--- config.mk ---
export PLATFORM = sky130hd
export DESIGN_NAME = pm_arbiter
export DESIGN_NICKNAME = d
export VERILOG_FILES = /design/src/rtl/pm_arbiter.sv
export SDC_FILE = /design/constraint.sdc
export NUM_CORES = 1
export LEC_CHECK = 0
export CORE_ASPECT_RATIO = 1.75
export CORE_UTILIZATION = 23
export CTS_CLUSTER_DIAMETER = 100
export CTS_CLUSTER_SIZE = 10
export DETAILED_ROUTE_END_ITERATION = 6
export PLACE_DENSITY = 0.84
export SYNTH_ARGS = -nofsm -noshare
export SYNTH_HDL_FRONTEND = slang
export SYNTH_SLANG_ARGS = --single-unit
--- constraint.sdc ---
create_clock -name clk_i -period 2.1 [get_ports clk_i]
set_input_delay 0.21 -clock clk_i [delete_from_list [all_inputs] [get_ports clk_i]]
set_output_delay 0.21 -clock clk_i [all_outputs]
set_load 0.05 [all_outputs]
--- src/rtl/pm_arbiter.sv ---
// Two-port program-memory read arbiter: fetch (port 0) vs. vector/data load (port 1).
// Keeps an in-order tag queue so each memory response is routed back to the port that issued it.
module pm_arbiter #(
    parameter int XLEN       = 32,
    parameter int MAX_OUTST  = 2,
    parameter int FIXED_PRIO = 0
) (
    input  logic                 clk_i,
    input  logic                 rst_i,
    input  logic [1:0]           req_i,
    input  logic [1:0][XLEN-1:0] addr_i,
    output logic [1:0]           gnt_o,
    output logic [1:0]           rvalid_o,
    output logic [XLEN-1:0]      rdata_o,
    input  logic                 flush_i,
    output logic                 mem_req_o,
    output logic [XLEN-1:0]      mem_addr_o,
    input  logic                 mem_ready_i,
    input  logic                 mem_rvalid_i,
    input  logic [XLEN-1:0]      mem_rdata_i,
    output logic                 err_o
);

    localparam int CW = $clog2(MAX_OUTST + 1);

    logic [CW-1:0]        cnt_q, cnt_d;
    logic [MAX_OUTST-1:0] id_q, id_d;
    logic [MAX_OUTST-1:0] disc_q, disc_d;
    logic                 lp_q, lp_d;
    logic                 err_q, err_d;

    logic winner;
    logic accept;
    logic empty;
    logic pop;
    int   wr_idx;

    assign empty = (cnt_q == '0);
    assign pop   = mem_rvalid_i & ~empty;

    always_comb begin
        winner = req_i[1];
        if (req_i == 2'b11) begin
            winner = (FIXED_PRIO != 0) ? 1'b1 : ~lp_q;
        end
    end

    assign mem_req_o  = (|req_i) & (cnt_q < CW'(MAX_OUTST));
    assign mem_addr_o = addr_i[winner];
    assign accept     = mem_req_o & mem_ready_i;
    assign gnt_o      = accept ? (winner ? 2'b10 : 2'b01) : 2'b00;

    // Routing uses the stored discard bit of the head entry.
    assign rvalid_o[0] = pop & ~id_q[0] & ~disc_q[0];
    assign rvalid_o[1] = pop &  id_q[0] & ~disc_q[0];
    assign rdata_o     = mem_rdata_i;
    assign err_o       = err_q;

    // Queue is kept head-at-index-0: a pop shifts down, a push lands just past the last live entry.
    always_comb begin
        id_d   = id_q;
        disc_d = disc_q;
        lp_d   = lp_q;
        err_d  = err_q | (mem_rvalid_i & empty);
        wr_idx = int'(cnt_q) - (pop ? 1 : 0);

        if (flush_i) begin
            disc_d = disc_q | ~id_q;
        end

        if (pop) begin
            for (int i = 0; i < MAX_OUTST - 1; i++) begin
                id_d[i]   = id_d[i+1];
                disc_d[i] = disc_d[i+1];
            end
        end

        if (accept) begin
            for (int i = 0; i < MAX_OUTST; i++) begin
                if (i == wr_idx) begin
                    id_d[i]   = winner;
                    disc_d[i] = flush_i & ~winner;
                end
            end
            lp_d = winner;
        end

        cnt_d = cnt_q + CW'(accept) - CW'(pop);
    end

    always_ff @(posedge clk_i) begin
        if (rst_i) begin
            cnt_q  <= '0;
            id_q   <= '0;
            disc_q <= '0;
            lp_q   <= 1'b1;
            err_q  <= 1'b0;
        end else begin
            cnt_q  <= cnt_d;
            id_q   <= id_d;
            disc_q <= disc_d;
            lp_q   <= lp_d;
            err_q  <= err_d;
        end
    end

endmodule
==> results of run 1 <==
## sequential cells by signal, summed over array words and instances (netlist names)
name / count
disc_q: 2
err_o: 1
id_q: 2
lp_q: 1
cnt_q: 2
## critical path: stages
cell and delay (ns):
sky130_fd_sc_hd__clkdlybuf4s50_1 0.48, sky130_fd_sc_hd__a21boi_4 0.20, sky130_fd_sc_hd__buf_12 0.23, sky130_fd_sc_hd__mux2_1 0.41, sky130_fd_sc_hd__buf_4 0.21
## final timing paths
check / end / slack (ns)
worst max-delay path: mem_addr_o[0] / 0.14
worst min-delay path: rdata_o[17] / 0.42
worst max register to register: disc_q[1] / 0.46
worst min register to register: err_o / 0.48
## per-layer routing
| layer | vias to the layer above | wire [um] | GRT usage |
|---|---|---|---|
| met5 | - | 0 | 0 |
| met2 | 117 | 1998 | 0.2927 |
| met1 | 509 | 1131 | 0.1222 |
| met4 | 0 | 142 | 0.09402 |
| met3 | 21 | 806 | 0.06179 |
| li1 | 544 | - | - |
## cell usage in the layout (no fill, tap or decap), drive strengths merged
cell type and n:
a21oi 2, and4bb 1, nand2b 2, nor2b 1, ha 2, o21ba 1, a31oi 1, clkdlybuf4s50 71
a211o 1, o21a 1, a41o 1, mux2 34, inv 3, o21ai 1, nor2 8, xor2 1
a211oi 1, clkbuf 3, or2 1, buf 42, nor3 3, nor3b 1, mux2i 3, dfxtp 8
a21boi 1, nand3 2, and3 1, nand2 2
## kinds of logic after synthesis
| family | synth area share |
|---|---|
| multiplexers | 0.3793 |
| buffers and inverters | 0.2574 |
| AO/OA/AOI/OAI | 0.07404 |
| adder cells (fa/ha/maj) | 0.02278 |
| XOR/XNOR | 0.007974 |
| AND/OR/NAND/NOR | 0.1128 |
| flip-flops | 0.1458 |
## through the flow
step | hold slack (ns) | std cells | area [sq um]
after floorplan | 0.3507 | 121 | 1099
after global placement | 0.4203 | 247 | 2003
after detailed placement | 0.4203 | 247 | 2003
after CTS | 0.4203 | 250 | 2044
after global routing | 0.4201 | 250 | 2044
final | 0.4200 | 250 | 2044
## power by group through the flow
stage	Combinational, mW	Clock, mW	Sequential [mW]
final	0.826	0.188	0.217
after global routing	0.873	0.206	0.222
after CTS	0.834	0.194	0.217
after detailed placement	0.831	0	0.219
after global placement	0.823	0	0.218
after floorplan	0.649	0	0.225
## layout make-up
type | instances | share of cell area
timing repair buffer | 113 | 0.5386
multi-input combinational | 72 | 0.3262
sequential | 8 | 0.07834
tap | 51 | 0.03121
clock buffer | 3 | 0.02020
inverter | 3 | 0.005508
==> impl_metrics.py, run 1 <==
metrics = {
    "sta": {
        "grt_setup_unrepaired": "no",
        "slack_of_the_critical_path_ns": 0.1359,
        "setup-tns-final_ns": 0,
        "timing_worst_slew_pin_value_ns": 0.4864,
        "clock-skew-final_ns": 0.001861,
        "slew_headroom": 0.6747,
        "min_period_over_period": 0.9353,
        "final_hold_viol_count": 0,
        "report.final.setup_viol": 0,
        "slew_violations": 0,
        "final_period_minus_worst_setup_slack_ns": 1.964,
        "fmaxAchievable_ghz": 0.5091,
    },
    "power": {
        "netSwitchingPower_mw": 0.5443,
        "swShare": 0.4422,
        "total_power_mw": 1.231,
        "power.share.clock": 0.153,
        "cellLeakagePower_nw": 0.8608,
        "power.internal_mw": 0.6866,
        "irDropWorstVdd_mv": 0.4520,
        "pwr-share-comb": 0.671,
        "powerDensity_nw_per_um2": 602.1,
        "seq_power_share": 0.176,
    },
    "setup_path": {
        "regToRegStartpoint": "cnt_q[0]",
        "required_ns": 1.89,
        "crit_arrival_ns": 1.75,
        "crit_path_start_kind": "primary input",
        "worst_r2r_path_depth": 7,
        "critical_path_peak_fanout": 37,
        "worstSetupPathType": "primary input to output port",
        "worstSetupEndpointType": "output port",
        "startpoint": "req_i[1]",
    },
    "place": {
        "post-dp-hpwl_um": 3542,
        "numPortBuffers": 108,
        "place_worst_setup_slack_ns": 0.1189,
        "globalplace.congestion": 0.7902,
    },
    "die": {
        "ports": 173,
        "fp-row-count": 32,
        "core-area_sq_um": 4484,
        "floorplan.initialDensity": 0.2450,
        "die_area_sq_um": 5067,
        "die_height_um": 93.43,
        "dieWidth_um": 54.24,
    },
    "hold_path": {
        "holdCritStartpoint": "mem_rdata_i[17]",
        "worst_hold_path.num_cells": 0,
        "worst_hold_check_path_type": "primary input to output port",
    },
    "finish": {
        "antenna_diodes": 0,
        "sequential_cell_area_sq_um": 160.2,
        "fillCellCount": 426,
        "layout-drive-gt1-share": 0.2613,
        "final_core_utilization": 0.4559,
        "area_growth_syn_to_layout_pct": 86.10,
        "multi_input_comb_area_sq_um": 666.9,
        "finish.net_count": 306,
    },
    "synth": {
        "synth.ff_latch_count": 8,
        "mappedNetlistNets": 226,
        "number_of_synthesized_flops_with_an_enable_pin": 0,
        "ys_types": 31,
        "syn-cell-area_sq_um": 1099,
        "syn_avg_cell_area_sq_um": 9.079,
        "async_flop_share": 0,
        "seq_area_frac_synth": 0.1458,
        "synth.top_cells.by_count": "33 x sky130_fd_sc_hd__buf_4, 33 x sky130_fd_sc_hd__mux2_1, 8 x sky130_fd_sc_hd__dfxtp_1, 8 x sky130_fd_sc_hd__nor2_1, 4 x sky130_fd_sc_hd__buf_2",
        "ys_warn_count": 0,
        "synth_top_area_share": 0.3383,
        "postSynthCellCount": 121,
        "synth_ff_type": "sky130_fd_sc_hd__dfxtp_1",
        "synth_top_cell_by_area": "sky130_fd_sc_hd__mux2_1",
        "netlist_top_cells_area": "sky130_fd_sc_hd__mux2_1 34%, sky130_fd_sc_hd__buf_4 23%, sky130_fd_sc_hd__dfxtp_1 15%",
    },
    "cts": {
        "cts.repair_timing.setup_buffer_count": 0,
        "cts_resized": 0,
        "clk-insertion-delay-late_ns": 0.23,
        "numClockSinks": 8,
        "h-tree-depth": 1,
        "tritoncts_clock_tree": "built",
        "cts-root-to-sink-buffers": 2,
        "cts.root.buffer_cell": "sky130_fd_sc_hd__clkbuf_8",
        "cts_hold_buf": 0,
        "tritoncts.num_buffers": 3,
    },
    "detailed_routing": {
        "vias_per_cell": 4.764,
        "drc_errors": 0,
        "detail_route.wirelength_um": 4078,
        "dr.pass1.iters": 3,
        "ant_nets": 0,
        "initialDrtViolationCount": 10,
        "dr_total_vias": 1191,
        "post_drt_wl_per_cell_um": 16.31,
    },
    "global_route": {
        "grt_first_pass_wirelength_um": 5333,
        "grt_max_degree": 38,
        "antenna_found_initial": 0,
        "number_of_global_route_vias_before_repair": 1130,
        "gr-total-overflow": 0,
        "grt.total_usage": 0.1563,
    },
    "outcome": {
        "run_status": "complete, no violations",
    },
    "run": {
        "maxCapViolCount": 0,
    },
}
(Power assumes the default switching activity.)
==> inputs of run 2 (changes only) <==
Settings changed: CTS_CLUSTER_DIAMETER 100 to 120, PLACE_DENSITY 0.84 to 0.83.
==> impl_metrics.py, run 2 (synthesized netlist as in run 1, its figures left out) <==
metrics = {
    "sta": {
        "report.final.setup_viol": 0,
        "timing_worst_slew_pin_value_ns": 0.4930,
        "grt_setup_unrepaired": "no",
        "final_period_minus_worst_setup_slack_ns": 1.916,
        "slew_headroom": 0.6703,
        "fmaxAchievable_ghz": 0.5218,
        "min_period_over_period": 0.9126,
        "slew_violations": 0,
        "final_hold_viol_count": 0,
        "hold_slack_ns": 0.4200,
        "setup-tns-final_ns": 0,
        "slack_of_the_critical_path_ns": 0.1836,
        "clock-skew-final_ns": 0.003165,
    },
    "setup_path": {
        "r2r_slack_ns": 0.46,
        "crit_path_start_kind": "primary input",
        "worstSetupEndpointType": "output port",
        "r2r-end": "disc_q[1]",
        "worst_r2r_path_depth": 7,
        "critical_path_peak_fanout": 37,
        "regToRegStartpoint": "cnt_q[0]",
        "required_ns": 1.89,
        "crit_arrival_ns": 1.71,
        "worstSetupPathType": "primary input to output port",
    },
    "place": {
        "post-dp-hpwl_um": 3588,
        "placed_cells": 247,
        "place_worst_setup_slack_ns": 0.1472,
        "globalplace.congestion": 0.7281,
        "numPortBuffers": 108,
    },
    "global_route": {
        "grt_first_pass_wirelength_um": 5354,
        "gr-total-overflow": 0,
        "number_of_global_route_vias_before_repair": 1186,
        "antenna_found_initial": 0,
        "grt_max_degree": 38,
        "grt.total_usage": 0.1541,
    },
    "die": {
        "floorplan.initialDensity": 0.2450,
        "fp-row-count": 32,
        "core-area_sq_um": 4484,
        "die_area_sq_um": 5067,
        "die_height_um": 93.43,
        "ports": 173,
        "dieWidth_um": 54.24,
    },
    "hold_path": {
        "holdCritStartpoint": "mem_rdata_i[0]",
        "worst_hold_check_path_type": "primary input to output port",
        "worst_hold_end": "rdata_o[0]",
        "worst_hold_path.num_cells": 0,
    },
    "cts": {
        "clk-insertion-delay-late_ns": 0.23,
        "tritoncts.num_buffers": 3,
        "cts-root-to-sink-buffers": 2,
        "h-tree-depth": 1,
        "cts_hold_buf": 0,
        "numClockSinks": 8,
        "cts.root.buffer_cell": "sky130_fd_sc_hd__clkbuf_8",
        "cts.repair_timing.setup_buffer_count": 0,
        "cts_resized": 0,
        "tritoncts_clock_tree": "built",
    },
    "power": {
        "powerDensity_nw_per_um2": 601.6,
        "cellLeakagePower_nw": 0.8608,
        "irDropWorstVdd_mv": 0.5834,
    },
    "detailed_routing": {
        "drc_errors": 0,
        "initialDrtViolationCount": 15,
        "post_drt_wl_per_cell_um": 16.63,
        "dr.pass1.iters": 4,
        "vias_per_cell": 4.824,
        "dr_total_vias": 1206,
        "ant_nets": 0,
        "detail_route.wirelength_um": 4157,
    },
    "finish": {
        "final-instance-count-excl-fill": 250,
        "sequential_cell_area_sq_um": 160.2,
        "final_common_cell": "sky130_fd_sc_hd__clkdlybuf4s50_1",
        "antenna_diodes": 0,
        "multi_input_comb_area_sq_um": 666.9,
        "mostFrequentLayoutCells": "71 x sky130_fd_sc_hd__clkdlybuf4s50_1, 36 x sky130_fd_sc_hd__buf_4, 33 x sky130_fd_sc_hd__mux2_1",
        "area_growth_syn_to_layout_pct": 86.10,
        "finish.net_count": 306,
        "layout-drive-gt1-share": 0.2613,
        "fillCellCount": 418,
        "top_regs": "cnt_q (2), disc_q (2), id_q (2)",
    },
    "outcome": {
        "run_status": "complete, no violations",
    },
    "run": {
        "maxCapViolCount": 0,
    },
}
[run 2: cell counts in the layout (fill, tap and decap cells not counted)]
Identical to the previous run, type by type.
[run 2: routing by layer]
layer	vias up	routed length (um)	GRT usage
met5	-	0	0
met4	0	168	0.1047
met3	20	999	0.08455
met2	119	2082	0.3110
met1	524	907	0.07926
li1	543	-	-
[run 2: critical path, stage by stage]
cell and delay, ns:
sky130_fd_sc_hd__clkdlybuf4s50_1 0.48, sky130_fd_sc_hd__a21boi_4 0.19, sky130_fd_sc_hd__buf_12 0.23, sky130_fd_sc_hd__mux2_1 0.38, sky130_fd_sc_hd__buf_4 0.21
[run 2: final cells by class]
cell class,instances,share of cell area
inverter,3,0.005508
sequential,8,0.07834
timing repair buffer,113,0.5386
tap,51,0.03121
clock buffer,3,0.02020
multi-input combinational,72,0.3262
[run 2: power breakdown]
| group | switching [mW] | total [mW] | internal (mW) |
|---|---|---|---|
| logic | 0.447 | 0.826 | 0.379 |
| registers | 0.0346 | 0.217 | 0.182 |
| clock network | 0.0630 | 0.187 | 0.124 |
[run 2: worst max path at each step]
stage,startpoint,end
global route,req_i[1],mem_addr_o[0]
global placement,req_i[1],mem_addr_o[0]
CTS,req_i[1],mem_addr_o[0]
finish,req_i[1],mem_addr_o[0]
floorplan,cnt_q[0],rvalid_o[1]
detailed placement,req_i[1],mem_addr_o[0]
[run 2: metrics by stage]
stage	total power, mW	util	area [sq um]
finish	1.230	0.4559	2044
CTS	1.247	0.4559	2044
floorplan	0.8740	-	1099
global route	1.295	0.4559	2044
detailed placement	1.051	0.4467	2003
global placement	1.042	0.4467	2003
